==> config.mk <==
export PLATFORM = sky130hd
export DESIGN_NAME = i2c_cmd_arbiter_flat
export DESIGN_NICKNAME = d
export VERILOG_FILES = /design/src/rtl/i2c_cmd_arbiter_if.sv /design/src/rtl/i2c_cmd_arbiter.sv /design/src/flat_wrapper.sv
export SDC_FILE = /design/constraint.sdc
export NUM_CORES = 1
export LEC_CHECK = 0
export CAP_MARGIN = 40
export CORE_UTILIZATION = 50
export DETAILED_ROUTE_END_ITERATION = 8
export HOLD_SLACK_MARGIN = 0.12
export PLACE_DENSITY = 0.77
export SYNTH_ARGS = -nofsm -noshare
export SYNTH_HDL_FRONTEND = slang
export SYNTH_SLANG_ARGS = --single-unit
==> constraint.sdc <==
create_clock -name iCLK -period 3.01 [get_ports iCLK]
set_input_delay 0.903 -clock iCLK [delete_from_list [all_inputs] [get_ports iCLK]]
set_output_delay 0.903 -clock iCLK [all_outputs]
set_load 0.03 [all_outputs]
==> src/rtl/i2c_cmd_arbiter_if.sv <==
// Requester and controller-side signals of the I2C command arbiter.
// slave = the arbiter, master = the surrounding requesters/controller.
interface i2c_cmd_arbiter_if #(
    parameter int N_REQ = 2
);
    logic [N_REQ-1:0]    iREQ;
    logic [24*N_REQ-1:0] iREQ_DATA;
    logic [N_REQ-1:0]    oDONE;
    logic [N_REQ-1:0]    oERR;
    logic                oBUSY;
    logic                oCTRL_CLK;
    logic [23:0]         oI2C_DATA;
    logic                oI2C_GO;
    logic                iI2C_END;
    logic                iI2C_ACK;

    modport slave (
        input  iREQ, iREQ_DATA, iI2C_END, iI2C_ACK,
        output oDONE, oERR, oBUSY, oCTRL_CLK,
        output oI2C_DATA, oI2C_GO
    );

    modport master (
        output iREQ, iREQ_DATA, iI2C_END, iI2C_ACK,
        input  oDONE, oERR, oBUSY, oCTRL_CLK,
        input  oI2C_DATA, oI2C_GO
    );
endinterface

==> src/rtl/i2c_cmd_arbiter.sv <==
// Round-robin arbiter sharing one I2C controller between N_REQ requesters.
// Retries on NACK/timeout and generates the controller work clock.
module i2c_cmd_arbiter #(
    parameter int N_REQ         = 2,
    parameter int CLK_DIV       = 2500,
    parameter int MAX_RETRY     = 3,
    parameter int TIMEOUT_TICKS = 255,
    parameter int GAP_TICKS     = 2
) (
    input logic              iCLK,
    input logic              iRST_N,
    i2c_cmd_arbiter_if.slave bus
);
    localparam int IW = (N_REQ > 1) ? $clog2(N_REQ) : 1;
    localparam int DW = $clog2(CLK_DIV + 2);
    localparam int RW = $clog2(MAX_RETRY + 2);
    localparam int TW = $clog2(TIMEOUT_TICKS + 2);
    localparam int GW = $clog2(GAP_TICKS + 2);
    localparam int TL = (TIMEOUT_TICKS > 0) ? TIMEOUT_TICKS - 1 : 0;
    localparam int GL = (GAP_TICKS > 0) ? GAP_TICKS - 1 : 0;

    typedef enum logic [2:0] {
        S_IDLE, S_ISSUE, S_WAIT, S_GAP, S_DONE
    } state_t;

    state_t          state_q, state_d;
    logic [DW-1:0]   div_q, div_d;
    logic            cclk_q, cclk_d;
    logic [IW-1:0]   idx_q, idx_d;
    logic [IW-1:0]   ptr_q, ptr_d;
    logic [23:0]     word_q, word_d;
    logic [23:0]     data_q, data_d;
    logic [RW-1:0]   retry_q, retry_d;
    logic [TW-1:0]   tmo_q, tmo_d;
    logic [GW-1:0]   gap_q, gap_d;
    logic            armed_q, armed_d;
    logic            pend_q, pend_d;
    logic            fail_q, fail_d;
    logic            go_q, go_d;
    logic [N_REQ-1:0] done_q, done_d;
    logic [N_REQ-1:0] err_q, err_d;

    logic            wrap, tick;
    logic            gnt_vld;
    logic [IW-1:0]   gnt_idx;
    logic [23:0]     words [N_REQ];
    logic [N_REQ-1:0] oh;
    logic            end_ok, tmo_hit, fin, gap_last;

    function automatic logic [IW-1:0] nxt(
        input logic [IW-1:0] p,
        input int            k
    );
        int s;
        s = (int'(p) + k) % N_REQ;
        return IW'(s);
    endfunction

    always_comb begin
        wrap   = (div_q == DW'(CLK_DIV));
        div_d  = wrap ? '0 : div_q + 1'b1;
        cclk_d = cclk_q ^ wrap;
        tick   = wrap & ~cclk_q;
    end

    always_comb begin
        for (int k = 0; k < N_REQ; k++) begin
            words[k] = bus.iREQ_DATA[24*k +: 24];
        end
    end

    // Descending scan so the candidate closest after ptr_q wins.
    always_comb begin
        gnt_vld = 1'b0;
        gnt_idx = '0;
        for (int k = N_REQ; k >= 1; k--) begin
            if (bus.iREQ[nxt(ptr_q, k)]) begin
                gnt_vld = 1'b1;
                gnt_idx = nxt(ptr_q, k);
            end
        end
    end

    assign oh       = N_REQ'(1) << idx_q;
    assign end_ok   = armed_q & bus.iI2C_END;
    assign tmo_hit  = (tmo_q == TW'(TL));
    assign fin      = end_ok | tmo_hit;
    assign gap_last = (gap_q == GW'(GL));

    always_ff @(posedge iCLK or negedge iRST_N) begin
        if (!iRST_N) begin
            state_q <= S_IDLE;
            div_q   <= '0;
            cclk_q  <= 1'b0;
            idx_q   <= '0;
            ptr_q   <= IW'(N_REQ - 1);
            word_q  <= '0;
            data_q  <= '0;
            retry_q <= '0;
            tmo_q   <= '0;
            gap_q   <= '0;
            armed_q <= 1'b0;
            pend_q  <= 1'b0;
            fail_q  <= 1'b0;
            go_q    <= 1'b0;
            done_q  <= '0;
            err_q   <= '0;
        end else begin
            state_q <= state_d;
            div_q   <= div_d;
            cclk_q  <= cclk_d;
            idx_q   <= idx_d;
            ptr_q   <= ptr_d;
            word_q  <= word_d;
            data_q  <= data_d;
            retry_q <= retry_d;
            tmo_q   <= tmo_d;
            gap_q   <= gap_d;
            armed_q <= armed_d;
            pend_q  <= pend_d;
            fail_q  <= fail_d;
            go_q    <= go_d;
            done_q  <= done_d;
            err_q   <= err_d;
        end
    end

    always_comb begin
        state_d = state_q;
        if (tick) begin
            unique case (state_q)
                S_IDLE:  if (gnt_vld) state_d = S_ISSUE;
                S_ISSUE: state_d = S_WAIT;
                S_WAIT:  if (fin) state_d = S_GAP;
                S_GAP:   if (gap_last) state_d = pend_q ? S_ISSUE : S_DONE;
                S_DONE:  state_d = S_IDLE;
                default: state_d = S_IDLE;
            endcase
        end
    end

    always_comb begin
        idx_d   = idx_q;
        ptr_d   = ptr_q;
        word_d  = word_q;
        data_d  = data_q;
        retry_d = retry_q;
        tmo_d   = tmo_q;
        gap_d   = gap_q;
        armed_d = armed_q;
        pend_d  = pend_q;
        fail_d  = fail_q;
        go_d    = go_q;
        done_d  = '0;
        err_d   = '0;
        if (tick) begin
            unique case (state_q)
                S_IDLE: if (gnt_vld) begin
                    idx_d   = gnt_idx;
                    word_d  = words[gnt_idx];
                    retry_d = '0;
                end
                S_ISSUE: begin
                    data_d  = word_q;
                    go_d    = 1'b1;
                    tmo_d   = '0;
                    armed_d = 1'b0;
                end
                S_WAIT: begin
                    if (!bus.iI2C_END) armed_d = 1'b1;
                    if (fin) begin
                        go_d   = 1'b0;
                        gap_d  = '0;
                        pend_d = 1'b0;
                        fail_d = 1'b0;
                        // A timeout is handled exactly like a NACK.
                        if (!(end_ok && !bus.iI2C_ACK)) begin
                            if (retry_q < RW'(MAX_RETRY)) begin
                                retry_d = retry_q + 1'b1;
                                pend_d  = 1'b1;
                            end else begin
                                fail_d = 1'b1;
                            end
                        end
                    end else begin
                        tmo_d = tmo_q + 1'b1;
                    end
                end
                S_GAP: if (!gap_last) gap_d = gap_q + 1'b1;
                S_DONE: begin
                    done_d = oh;
                    err_d  = fail_q ? oh : '0;
                    ptr_d  = idx_q;
                end
                default: ;
            endcase
        end
    end

    assign bus.oDONE     = done_q;
    assign bus.oERR      = err_q;
    assign bus.oBUSY     = (state_q != S_IDLE);
    assign bus.oCTRL_CLK = cclk_q;
    assign bus.oI2C_DATA = data_q;
    assign bus.oI2C_GO   = go_q;
endmodule

==> src/flat_wrapper.sv <==
// flat-port wrapper written by rule: the top's interface ports become plain ports
module i2c_cmd_arbiter_flat 
#(
    parameter int N_REQ         = 2,
    parameter int CLK_DIV       = 2500,
    parameter int MAX_RETRY     = 3,
    parameter int TIMEOUT_TICKS = 255,
    parameter int GAP_TICKS     = 2
)
  (iCLK, iRST_N, bus_iREQ, bus_iREQ_DATA, bus_iI2C_END, bus_iI2C_ACK, bus_oDONE, bus_oERR, bus_oBUSY, bus_oCTRL_CLK, bus_oI2C_DATA, bus_oI2C_GO);
  i2c_cmd_arbiter_if #(.N_REQ(N_REQ)) bus_i ();
  input logic iCLK;
  input logic iRST_N;
  input wire logic [$bits(bus_i.iREQ)-1:0] bus_iREQ;
  input wire logic [$bits(bus_i.iREQ_DATA)-1:0] bus_iREQ_DATA;
  input wire logic [$bits(bus_i.iI2C_END)-1:0] bus_iI2C_END;
  input wire logic [$bits(bus_i.iI2C_ACK)-1:0] bus_iI2C_ACK;
  output wire logic [$bits(bus_i.oDONE)-1:0] bus_oDONE;
  output wire logic [$bits(bus_i.oERR)-1:0] bus_oERR;
  output wire logic [$bits(bus_i.oBUSY)-1:0] bus_oBUSY;
  output wire logic [$bits(bus_i.oCTRL_CLK)-1:0] bus_oCTRL_CLK;
  output wire logic [$bits(bus_i.oI2C_DATA)-1:0] bus_oI2C_DATA;
  output wire logic [$bits(bus_i.oI2C_GO)-1:0] bus_oI2C_GO;
  assign bus_i.iREQ = bus_iREQ;
  assign bus_i.iREQ_DATA = bus_iREQ_DATA;
  assign bus_i.iI2C_END = bus_iI2C_END;
  assign bus_i.iI2C_ACK = bus_iI2C_ACK;
  assign bus_oDONE = bus_i.oDONE;
  assign bus_oERR = bus_i.oERR;
  assign bus_oBUSY = bus_i.oBUSY;
  assign bus_oCTRL_CLK = bus_i.oCTRL_CLK;
  assign bus_oI2C_DATA = bus_i.oI2C_DATA;
  assign bus_oI2C_GO = bus_i.oI2C_GO;
  i2c_cmd_arbiter #(.N_REQ(N_REQ), .CLK_DIV(CLK_DIV), .MAX_RETRY(MAX_RETRY), .TIMEOUT_TICKS(TIMEOUT_TICKS), .GAP_TICKS(GAP_TICKS)) u_core (.iCLK(iCLK), .iRST_N(iRST_N), .bus(bus_i));
endmodule
==> reports/summary.log, run 1 <==
qor: placement.hpwlAfterDp 5960 microns
qor: finish.area_growth 28.5%
qor: floorplanning.floorplan.core_area 7850 sq um
qor: setup_path.timing.critical_path.from_type register
qor: floorplanning.floorplan.initialDensity 52.3%
qor: setup_path.max_stage_delay_on_crit_path 570 ps
qor: synthesis.synth-warning-count 0
qor: floorplanning.die_area 8570 sq um
qor: routing.drt-vias-per-instance 5.42
qor: grt.grt_antenna_before_repair 0
qor: setup_path.critical_setup_path_kind reg -> out
qor: sta.final_hold_fails 0
qor: floorplanning.die_x 92.6 microns
qor: sta.final.setup_skew 12.6 ps
qor: routing.detail_route.drc_violations 0
qor: clocking.clockRootBuffer sky130_fd_sc_hd__clkbuf_8
qor: synthesis.yosys.cell_types.count 56
qor: synthesis.syn_inst 359
qor: sta.timing.final.crit_period 2630 ps
qor: sta.slew_violations 0
qor: power_and_ir_drop.power.density_cell_area 398 nW/um^2
qor: synthesis.most_used_standard_cell_by_instance_count_after_synthesis sky130_fd_sc_hd__dfrtp_1
qor: synthesis.seq_area_frac_synth 53.7%
qor: hold_path.timing.hold.worst.class reg -> reg
qor: clocking.path_clk_slew 90 ps
qor: grt.groute.usage.overall 21.5%
qor: setup_path.timing.critical_path.to_type output port
qor: synthesis.netlist_top_cells_count 87 x sky130_fd_sc_hd__dfrtp_1, 40 x sky130_fd_sc_hd__nor2_1, 32 x sky130_fd_sc_hd__a21oi_1
qor: grt.grt_pass1_vias 2966
qor: synthesis.ys_ff_latch 88
qor: power_and_ir_drop.internal_power 1.63 mW
qor: synthesis.avgSynthCellArea 11.4 sq um
qor: grt.grt_pass1_wl 14500 microns
qor: synthesis.netlist.area_leader.share 53.1%
qor: sta.max_slew.worst_pin.slew 523 ps
qor: routing.antenna_left 0
qor: sta.slew-limit-headroom 64.9%
qor: floorplanning.std_cell_rows 32
qor: setup_path.critPathSlowestCell sky130_fd_sc_hd__or3_1
qor: clocking.clock_latency_late_sink 350 ps
qor: clocking.longest_clk_path_bufs 2
qor: setup_path.critical_path.cell_chain or3_1 -> dlymetal6s2s_1
qor: routing.initialDrtViolationCount 149
qor: power_and_ir_drop.fin_total_pwr 2.10 mW
qor: clocking.clkSinkCount 88
qor: finish.num_antenna_cells 0
qor: sta.tns 0 ps
qor: synthesis.postSynthNetCount 420
qor: sta.final-setup-viol-count 0
qor: power_and_ir_drop.seq_power_share 56.3%
qor: routing.firstDrtPassIters 4
qor: synthesis.synth_enable_flop_cells 0
qor: placement.routability_cong 0.880
qor: synthesis.asyncSetResetFlopFracSynth 100%
qor: setup_path.worst_path_arrival 1730 ps
qor: power_and_ir_drop.power.share.combinational 6.5%
qor: floorplanning.die_y 92.6 microns
qor: clocking.cts_buffers 9
qor: grt.largest_net_degree_at_the_start_of_global_routing 55
qor: sta.min_period_over_period 87.5%
qor: floorplanning.pin_count 85
qor: power_and_ir_drop.vdd.ir_drop.worst 0.241 mV
qor: power_and_ir_drop.clockPowerShare 37.2%
qor: clocking.tritoncts done
qor: setup_path.worstPathMaxFanout 11
qor: routing.vias 2999
qor: routing.drt-total-wl 8180 microns
qor: finish.nNetsFinal 507
qor: power_and_ir_drop.power_switching_share 22.3%
qor: grt.globalRouteOverflowTotal 0
qor: clocking.postCtsSetupBuffers 0
qor: finish.drive_gt1_share 15.1%
qor: power_and_ir_drop.power.static_leakage 2.54 nW
qor: job.drv_cap 0
qor: sta.unrepaired_setup_endpoints_after_global_routing false
qor: synthesis.synthFlopType sky130_fd_sc_hd__dfrtp_1
qor: synthesis.syn_area 4100 sq um
qor: clocking.cts-htree-levels 3
qor: synthesis.post-synth-top-area-cell sky130_fd_sc_hd__dfrtp_1
qor: sta.max_freq 0.380 GHz
qor: clocking.cts_hold_repair.buffers 0
qor: status.outcome finished clean
qor: routing.avgRoutedWirePerCell 14.8 microns
qor: synthesis.ys_top_cells_by_area sky130_fd_sc_hd__dfrtp_1 53%, sky130_fd_sc_hd__mux2_2 7.7%, sky130_fd_sc_hd__mux2i_1 5.9%
qor: setup_path.cp.required 2110 ps
qor: placement.place.port_buffers 84
qor: power_and_ir_drop.power.switching 0.469 mW
-- flip-flops by register name, summed over array words and instances (netlist names), 2 cells and up --
name                  count
u_core.retry_q            3
u_core.word_q            24
u_core.state_q            3
u_core.div_q             12
u_core.gap_q              2
u_core.bus.oERR           2
u_core.bus.oDONE          2
u_core.tmo_q              9
u_core.bus.oI2C_DATA     24
-- logic make-up after synthesis --
logic type / synth area share, %
xor gates and xnor gates: 2.35
DFF: 53.7
and+or+nand+nor: 12.6
adders and majority gates: 2.13
buffers and inverters: 4.15
muxes: 13.5
AOI/OAI and AO/OA: 11.6
-- final cells by class --
type / instances / area (sq um)
Tap cell: 102 / 128
Inverter: 14 / 52.6
Fill cell: 623 / 2580
Timing Repair Buffer: 94 / 941
Sequential cell: 88 / 2200
Clock buffer: 12 / 165
Multi-Input combinational cell: 239 / 1750
Clock inverter: 4 / 27.5
-- metal layers --
layer	global-route usage (%)	share of wire [%]
met1	28.2	44
met2	35.2	50
met3	4.43	3.7
met4	8.20	1.9
met5	0	0
-- power by group through the flow --
stage / combinational [mW] / clock, mW / sequential (mW)
2_1_floorplan: 0.0352 / 0 / 1.21
3_5_place_dp: 0.139 / 0 / 1.21
4_1_cts: 0.140 / 0.799 / 1.18
6_report: 0.136 / 0.782 / 1.18
3_3_place_gp: 0.137 / 0 / 1.21
5_1_grt: 0.152 / 0.852 / 1.18
-- worst max-delay path: cells and delay by family (launching register included) --
kind / cells / cell delay, ps
buf+inv: 1 / 300
flops: 1 / 510
simple gates: 1 / 570
-- stage by stage --
stage / cells / hold WS (ps) / cell area (sq um) / utilization [%] / setup slack [ps]
3_5_place_dp: 537 / 466 / 5080 / 64.7 / 346
2_1_floorplan: 359 / 429 / 4100 / - / 402
4_1_cts: 553 / 477 / 5270 / 67.1 / 11.6
5_1_grt: 553 / 504 / 5270 / 67.2 / 303
3_3_place_gp: 537 / 457 / 5080 / 64.7 / 405
6_report: 553 / 474 / 5270 / 67.2 / 377
-- worst paths after layout --
path                                   startpoint                  end  slack [ps]  depth (start not counted)
max in group asynchronous                  iRST_N     u_core.word_q[5]        1900                          2
worst max register to register    u_core.div_q[0]      u_core.tmo_q[5]         590                         10
worst min register to register       u_core.idx_q  u_core.bus.oDONE[0]         470                          1
min in group asynchronous                  iRST_N      u_core.tmo_q[2]         490                          1
worst min-delay path                 u_core.idx_q  u_core.bus.oDONE[0]         470                          1
worst max-delay path            u_core.state_q[1]            bus_oBUSY         380                          2
-- cells in the final DEF (no fill, tap or decap), types with 7 or more instances in the layout --
| master | count |
|---|---|
| sky130_fd_sc_hd__dfrtp_1 | 87 |
| sky130_fd_sc_hd__clkdlybuf4s50_1 | 82 |
| sky130_fd_sc_hd__nor2_1 | 39 |
| sky130_fd_sc_hd__a21oi_1 | 32 |
| sky130_fd_sc_hd__mux2_2 | 28 |
| sky130_fd_sc_hd__mux2i_1 | 24 |
| sky130_fd_sc_hd__inv_1 | 14 |
| sky130_fd_sc_hd__o21ai_0 | 13 |
| sky130_fd_sc_hd__clkbuf_8 | 12 |
| sky130_fd_sc_hd__nand3_1 | 9 |
| sky130_fd_sc_hd__nand2_1 | 9 |
| sky130_fd_sc_hd__buf_4 | 9 |
| sky130_fd_sc_hd__ha_1 | 7 |
-- repair_timing --
| item | in CTS | in global routing |
|---|---|---|
| hold endpoints to repair | 0 | 0 |
| resized for setup | 0 | 1 |
| endpoints found under the setup margin | 0 | 1 |
(Power assumes the default switching activity.)
==> inputs of run 2 (changes only) <==
--- a/config.mk
+++ b/config.mk
@@ -6,6 +6,7 @@
 export NUM_CORES = 1
 export LEC_CHECK = 0
 export CAP_MARGIN = 40
+export CORE_MARGIN = 2
 export CORE_UTILIZATION = 50
 export DETAILED_ROUTE_END_ITERATION = 8
 export HOLD_SLACK_MARGIN = 0.12
==> run 2 against run 1 <==
Sequential share of layout area fell by 0.26 points. Setup slack got worse by 4.5 ps. Combinational power rose by 4%. Fmax fell by 0.17%. Design area rose by 0.62%. Critical endpoint unchanged.
==> reports/summary.log, run 2 (synthesis results as in run 1) <==
qor: clocking.cts-htree-levels 3 [unchanged]
qor: power_and_ir_drop.power.switching 0.476 mW [was 0.469 mW]
qor: clocking.path_clk_slew 80 ps [was 90 ps]
qor: sta.tns 0 ps [unchanged]
qor: clocking.postCtsSetupBuffers 0 [unchanged]
qor: clocking.cts_hold_repair.buffers 0 [unchanged]
qor: sta.timing.final.crit_period 2640 ps [was 2630 ps]
qor: routing.drt-total-wl 8610 microns [was 8180 microns]
qor: routing.avgRoutedWirePerCell 15.4 microns [was 14.8 microns]
qor: clocking.clock_latency_late_sink 360 ps [was 350 ps]
qor: power_and_ir_drop.power.share.combinational 6.6% [was 6.5%]
qor: routing.detail_route.drc_violations 0 [unchanged]
qor: setup_path.timing.critical_path.to_type output port [unchanged]
qor: clocking.clkSinkCount 88 [unchanged]
qor: power_and_ir_drop.power.static_leakage 2.54 nW [about the same]
qor: routing.firstDrtPassIters 4 [unchanged]
qor: status.outcome finished clean [unchanged]
qor: setup_path.worstPathMaxFanout 10 [was 11]
qor: setup_path.critical_setup_path_kind reg -> out [unchanged]
qor: routing.initialDrtViolationCount 169 [was 149]
qor: sta.final_hold_fails 0 [unchanged]
qor: grt.grt_pass1_wl 14200 microns [was 14500 microns]
qor: routing.highest-signal-layer met4 [unchanged]
qor: finish.finalInstanceArea 5300 sq um [was 5270 sq um]
qor: placement.place.port_buffers 84 [unchanged]
qor: setup_path.worst_path_arrival 1730 ps [about the same]
qor: setup_path.cp-startpoint u_core.state_q[0] [was u_core.state_q[1]]
qor: routing.wl_met1 3720 microns [was 3630 microns]
qor: floorplanning.std_cell_rows 33 [was 32]
qor: power_and_ir_drop.fin_total_pwr 2.15 mW [was 2.10 mW]
qor: sta.slew-limit-headroom 65.0% [was 64.9%]
qor: grt.groute.usage.overall 20.7% [was 21.5%]
qor: setup_path.r2r-start u_core.div_q[0] [unchanged]
qor: grt.largest_net_degree_at_the_start_of_global_routing 69 [was 55]
qor: sta.max_slew.worst_pin.slew 521 ps [was 523 ps]
qor: power_and_ir_drop.internal_power 1.67 mW [was 1.63 mW]
qor: floorplanning.die_y 94.6 microns [was 92.6 microns]
qor: sta.final.hold.worst_slack 327 ps [was 474 ps]
qor: sta.slew_violations 0 [unchanged]
qor: clocking.clockRootBuffer sky130_fd_sc_hd__clkbuf_8 [unchanged]
qor: power_and_ir_drop.seq_power_share 55.0% [was 56.3%]
qor: clocking.tritoncts done [unchanged]
qor: floorplanning.floorplan.initialDensity 50.7% [was 52.3%]
qor: sta.unrepaired_setup_endpoints_after_global_routing false [unchanged]
qor: finish.drive_gt1_share 15.0% [was 15.1%]
qor: clocking.cts_resized 0 [unchanged]
qor: floorplanning.die_x 94.6 microns [was 92.6 microns]
qor: power_and_ir_drop.power_switching_share 22.1% [was 22.3%]
qor: sta.final.setup_skew 13.6 ps [was 12.6 ps]
qor: power_and_ir_drop.clockPowerShare 38.4% [was 37.2%]
qor: placement.place_area 5100 sq um [was 5080 sq um]
qor: finish.commonest_cells_after_routing_fill_and_taps_aside 87 x sky130_fd_sc_hd__dfrtp_1, 82 x sky130_fd_sc_hd__clkdlybuf4s50_1, 39 x sky130_fd_sc_hd__nor2_1 [unchanged]
qor: routing.wl_met2 4340 microns [was 4100 microns]
qor: floorplanning.pin_count 85 [unchanged]
qor: setup_path.cp.required 2110 ps [about the same]
qor: power_and_ir_drop.vdd.ir_drop.worst 0.239 mV [was 0.241 mV]
qor: clocking.longest_clk_path_bufs 2 [unchanged]
qor: finish.nNetsFinal 509 [was 507]
qor: placement.hpwlAfterDp 6160 microns [was 5960 microns]
qor: placement.routability_cong 0.869 [was 0.880]
qor: job.drv_cap 0 [unchanged]
qor: sta.max_freq 0.379 GHz [was 0.380 GHz]
qor: finish.area_growth 29.3% [was 28.5%]
qor: hold_path.timing.hold.worst.class in -> async [was reg -> reg]
qor: grt.grt_antenna_before_repair 0 [unchanged]
qor: sta.min_period_over_period 87.6% [was 87.5%]
qor: finish.final_common_cell sky130_fd_sc_hd__dfrtp_1 [unchanged]
qor: power_and_ir_drop.power.density_cell_area 405 nW/um^2 [was 398 nW/um^2]
qor: grt.grt_pass1_vias 3066 [was 2966]
qor: floorplanning.floorplan.core_area 8090 sq um [was 7850 sq um]
qor: floorplanning.die_area 8950 sq um [was 8570 sq um]
qor: finish.fin_util 65.5% [was 67.2%]
qor: clocking.cts_buffers 9 [unchanged]
qor: grt.globalRouteOverflowTotal 0 [unchanged]
qor: sta.final-setup-viol-count 0 [unchanged]
qor: finish.fillerInstances 651 [was 623]
qor: finish.num_antenna_cells 0 [unchanged]
qor: setup_path.timing.critical_path.from_type register [unchanged]
qor: routing.antenna_left 0 [unchanged]
qor: routing.vias 3045 [was 2999]
qor: routing.drt-vias-per-instance 5.46 [was 5.42]
qor: routing.met3_length 329 microns [was 302 microns]
==> run 2: final timing paths <==
kind / endpoint / slack, ps / depth (start not counted)
worst max register to register: u_core.tmo_q[5] / 600 / 10
max in group asynchronous: u_core.word_q[11] / 1920 / 3
worst min-delay path: u_core.bus.oI2C_DATA[0] / 330 / 1
worst max-delay path: bus_oBUSY / 370 / 2
min in group iCLK: u_core.div_q[0] / 480 / 1
worst min register to register: u_core.div_q[0] / 480 / 1
==> run 2: stage by stage <==
stage / worst slack (ps) / std cells
floorplan: 402 / 359
global placement: 395 / 541
detailed placement: 355 / 542
CTS: 24.5 / 558
global route: 296 / 558
finish: 372 / 558
==> run 2: cell type report <==
cell class | instances | area, sq um | area share, %
Clock inverter | 4 | 53.8 | 1.01
Timing Repair Buffer | 96 | 963 | 18.2
Inverter | 14 | 52.6 | 0.991
Sequential cell | 88 | 2200 | 41.5
Tap cell | 105 | 131 | 2.48
Multi-Input combinational cell | 239 | 1750 | 33.1
Clock buffer | 12 | 145 | 2.74
==> run 2: power groups by stage <==
| stage | Combinational [mW] | Clock [mW] | Sequential, mW |
|---|---|---|---|
| detailed placement | 0.144 | 0 | 1.21 |
| CTS | 0.144 | 0.836 | 1.18 |
| global placement | 0.136 | 0 | 1.21 |
| finish | 0.141 | 0.827 | 1.18 |
| floorplan | 0.0352 | 0 | 1.21 |
| global route | 0.154 | 0.887 | 1.18 |
==> run 2: worst max-delay path: stages (launching register included) <==
cell	delay (ps)
sky130_fd_sc_hd__dfrtp_1	510
sky130_fd_sc_hd__or3_1	560
sky130_fd_sc_hd__dlymetal6s2s_1	310
==> run 2: routing by layer <==
metal	vias up	track usage, %
met5	-	0
met4	0	8.70
met3	20	5.11
met2	67	34.9
met1	1500	25.4
li1	1458	-
==> inputs of run 3 (changes only) <==
--- a/config.mk
+++ b/config.mk
@@ -10,6 +10,7 @@
 export CORE_UTILIZATION = 50
 export DETAILED_ROUTE_END_ITERATION = 8
 export HOLD_SLACK_MARGIN = 0.12
+export MAX_ROUTING_LAYER = met4
 export PLACE_DENSITY = 0.77
 export SYNTH_ARGS = -nofsm -noshare
 export SYNTH_HDL_FRONTEND = slang
==> run 3 against run 2 <==
Register-to-register slack about the same. Highest routed layer unchanged. Sequential share of layout area unchanged. Global-route usage increased by 0.54 points. Via count increased by 0.59%. Sequential power about the same. Design area unchanged. First-iteration DRC count increased by 22%. Cell count unchanged. Die area unchanged. Clock skew increased by 0.61 ps. Largest power group unchanged.
==> reports/summary.log, run 3 (synthesis results as in run 1) <==
qor: setup_path.critical_path_depth 2 [unchanged]
qor: sta.max_slew.worst_pin.slew 513 ps [was 521 ps]
qor: setup_path.timing.critical_path.to_type output port [unchanged]
qor: finish.finalInstanceArea 5300 sq um [unchanged]
qor: finish.area_growth 29.3% [unchanged]
qor: clocking.path_clk_slew 80 ps [about the same]
qor: sta.final.hold.worst_slack 327 ps [about the same]
qor: power_and_ir_drop.power.switching 0.473 mW [was 0.476 mW]
qor: setup_path.r2r-start u_core.div_q[0] [unchanged]
qor: floorplanning.die_area 8950 sq um [unchanged]
qor: setup_path.worst_path_top_cell_family_by_delay simple AND/OR/NAND/NOR gates [unchanged]
qor: floorplanning.floorplan.initialDensity 50.7% [unchanged]
qor: routing.vias 3063 [was 3045]
qor: clocking.tritoncts done [unchanged]
qor: floorplanning.die_y 94.6 microns [unchanged]
qor: finish.commonest_cells_after_routing_fill_and_taps_aside 87 x sky130_fd_sc_hd__dfrtp_1, 82 x sky130_fd_sc_hd__clkdlybuf4s50_1, 39 x sky130_fd_sc_hd__nor2_1 [unchanged]
qor: sta.final.setup_skew 14.2 ps [was 13.6 ps]
qor: setup_path.reg2reg_slack 610 ps [was 600 ps]
qor: setup_path.cp.buffers_inverters 1 [unchanged]
qor: setup_path.worst_path_arrival 1730 ps [about the same]
qor: clocking.clock_latency_late_sink 360 ps [about the same]
qor: clocking.longest_clk_path_bufs 2 [unchanged]
qor: setup_path.critical_setup_path_kind reg -> out [unchanged]
qor: sta.max_freq 0.380 GHz [was 0.379 GHz]
qor: grt.grt_pass1_wl 14200 microns [about the same]
qor: routing.drt-total-wl 8630 microns [was 8610 microns]
qor: setup_path.cp.required 2110 ps [about the same]
qor: grt.groute.usage.overall 21.2% [was 20.7%]
qor: finish.fin_util 65.5% [unchanged]
qor: grt.grt_antenna_before_repair 0 [unchanged]
qor: routing.antenna_left 0 [unchanged]
qor: placement.routability_cong 0.883 [was 0.869]
qor: clocking.cts-htree-levels 3 [unchanged]
qor: power_and_ir_drop.power_switching_share 22.0% [was 22.1%]
qor: placement.place_area 5100 sq um [unchanged]
qor: finish.final_common_cell sky130_fd_sc_hd__dfrtp_1 [unchanged]
qor: routing.firstDrtPassIters 4 [unchanged]
qor: setup_path.critical_path.cell_chain or3_1 -> dlymetal6s2s_1 [unchanged]
qor: finish.nNetsFinal 509 [unchanged]
qor: clocking.cts_buffers 9 [unchanged]
qor: sta.tns 0 ps [unchanged]
qor: setup_path.max_stage_delay_on_crit_path 560 ps [about the same]
qor: power_and_ir_drop.fin_total_pwr 2.15 mW [about the same]
qor: power_and_ir_drop.power.static_leakage 2.54 nW [unchanged]
qor: clocking.clockRootBuffer sky130_fd_sc_hd__clkbuf_8 [unchanged]
qor: routing.detail_route.drc_violations 0 [unchanged]
qor: floorplanning.floorplan.core_area 8090 sq um [unchanged]
qor: setup_path.critPathSlowestCell sky130_fd_sc_hd__or3_1 [unchanged]
qor: floorplanning.pin_count 85 [unchanged]
qor: finish.num_antenna_cells 0 [unchanged]
qor: floorplanning.die_x 94.6 microns [unchanged]
qor: power_and_ir_drop.clockPowerShare 38.4% [about the same]
qor: setup_path.worstPathMaxFanout 10 [unchanged]
qor: sta.slew_violations 0 [unchanged]
qor: grt.largest_net_degree_at_the_start_of_global_routing 69 [unchanged]
qor: hold_path.timing.hold.worst.class in -> async [unchanged]
qor: setup_path.critical_path.reg2reg.endpoint u_core.tmo_q[5] [unchanged]
qor: power_and_ir_drop.vdd.ir_drop.worst 0.239 mV [about the same]
qor: sta.timing.final.crit_period 2630 ps [was 2640 ps]
qor: placement.place.port_buffers 84 [unchanged]
qor: status.outcome finished clean [unchanged]
qor: power_and_ir_drop.internal_power 1.67 mW [about the same]
qor: routing.avgRoutedWirePerCell 15.5 microns [was 15.4 microns]
qor: routing.initialDrtViolationCount 206 [was 169]
qor: sta.final-setup-viol-count 0 [unchanged]
qor: sta.unrepaired_setup_endpoints_after_global_routing false [unchanged]
qor: sta.slew-limit-headroom 65.6% [was 65.0%]
qor: power_and_ir_drop.power.density_cell_area 405 nW/um^2 [about the same]
qor: sta.final_hold_fails 0 [unchanged]
qor: clocking.clkSinkCount 88 [unchanged]
qor: floorplanning.std_cell_rows 33 [unchanged]
qor: job.drv_cap 0 [unchanged]
qor: routing.drt-vias-per-instance 5.49 [was 5.46]
qor: sta.min_period_over_period 87.4% [was 87.6%]
qor: setup_path.timing.critical_path.from_type register [unchanged]
qor: power_and_ir_drop.seq_power_share 55.1% [was 55.0%]
qor: setup_path.r2r.worst_path.cells 10 [unchanged]
qor: grt.grt_pass1_vias 3063 [was 3066]
qor: grt.globalRouteOverflowTotal 0 [unchanged]
qor: finish.drive_gt1_share 15.0% [unchanged]
qor: placement.hpwlAfterDp 6160 microns [unchanged]
qor: power_and_ir_drop.power.share.combinational 6.6% [about the same]
## run 3: cell counts in the layout (fill, tap and decap cells not counted)
No cell type changed its count.
## run 3: metrics by stage
stage | std cells | setup slack (ps)
2_1_floorplan | 359 | 402
3_3_place_gp | 541 | 395
3_5_place_dp | 542 | 355
4_1_cts | 558 | 24.5
5_1_grt | 558 | 300
6_report | 558 | 379
## run 3: cell type report
cell class / instances / area [sq um]
clock buffer: 12 / 145
inverter: 14 / 52.6
tap: 105 / 131
multi-input combinational: 239 / 1750
sequential: 88 / 2200
fill: 651 / 2790
clock inverter: 4 / 53.8
timing repair buffer: 96 / 963
## run 3: what timing repair did
action | in CTS | in global routing
setup buffers | 0 | 0
gates resized for setup | 0 | 1
endpoints found under the setup margin | 0 | 1
hold buffers | 0 | 0
## run 3: how the worst max path moves through the flow
| stage | start | endpoint | slack (ps) |
|---|---|---|---|
| floorplan | u_core.div_q[0] | u_core.bus.oI2C_DATA[0] | 400 |
| global placement | bus_iI2C_END | u_core.retry_q[2] | 400 |
| detailed placement | bus_iI2C_END | u_core.retry_q[2] | 360 |
| CTS | u_core.state_q[0] | bus_oBUSY | 20 |
| global route | u_core.state_q[0] | bus_oBUSY | 300 |
| finish | u_core.state_q[0] | bus_oBUSY | 380 |
## run 3: power groups by stage
stage               clock, mW  sequential [mW]  combinational (mW)
CTS                     0.836             1.18               0.144
global placement            0             1.21               0.136
detailed placement          0             1.21               0.144
floorplan                   0             1.21              0.0352
finish                  0.824             1.18               0.141
global route            0.885             1.18               0.154
## run 3: worst register-to-register path, delay by kind of cell, from the launching register on
| family | cells | cell delay [ps] |
|---|---|---|
| simple gates | 4 | 820 |
| compound gates | 3 | 640 |
| buf+inv | 1 | 70 |
| fa+ha+maj | 2 | 400 |
| flops | 1 | 410 |
## run 3: metal layers
| metal | global-route usage (%) | up-vias | wire (microns) |
|---|---|---|---|
| met2 | 34.9 | 78 | 4370 |
| met1 | 25.8 | 1512 | 3770 |
| met3 | 3.83 | 20 | 279 |
| met4 | 9.42 | 0 | 209 |
| li1 | - | 1453 | - |
| met5 | - | - | 0 |
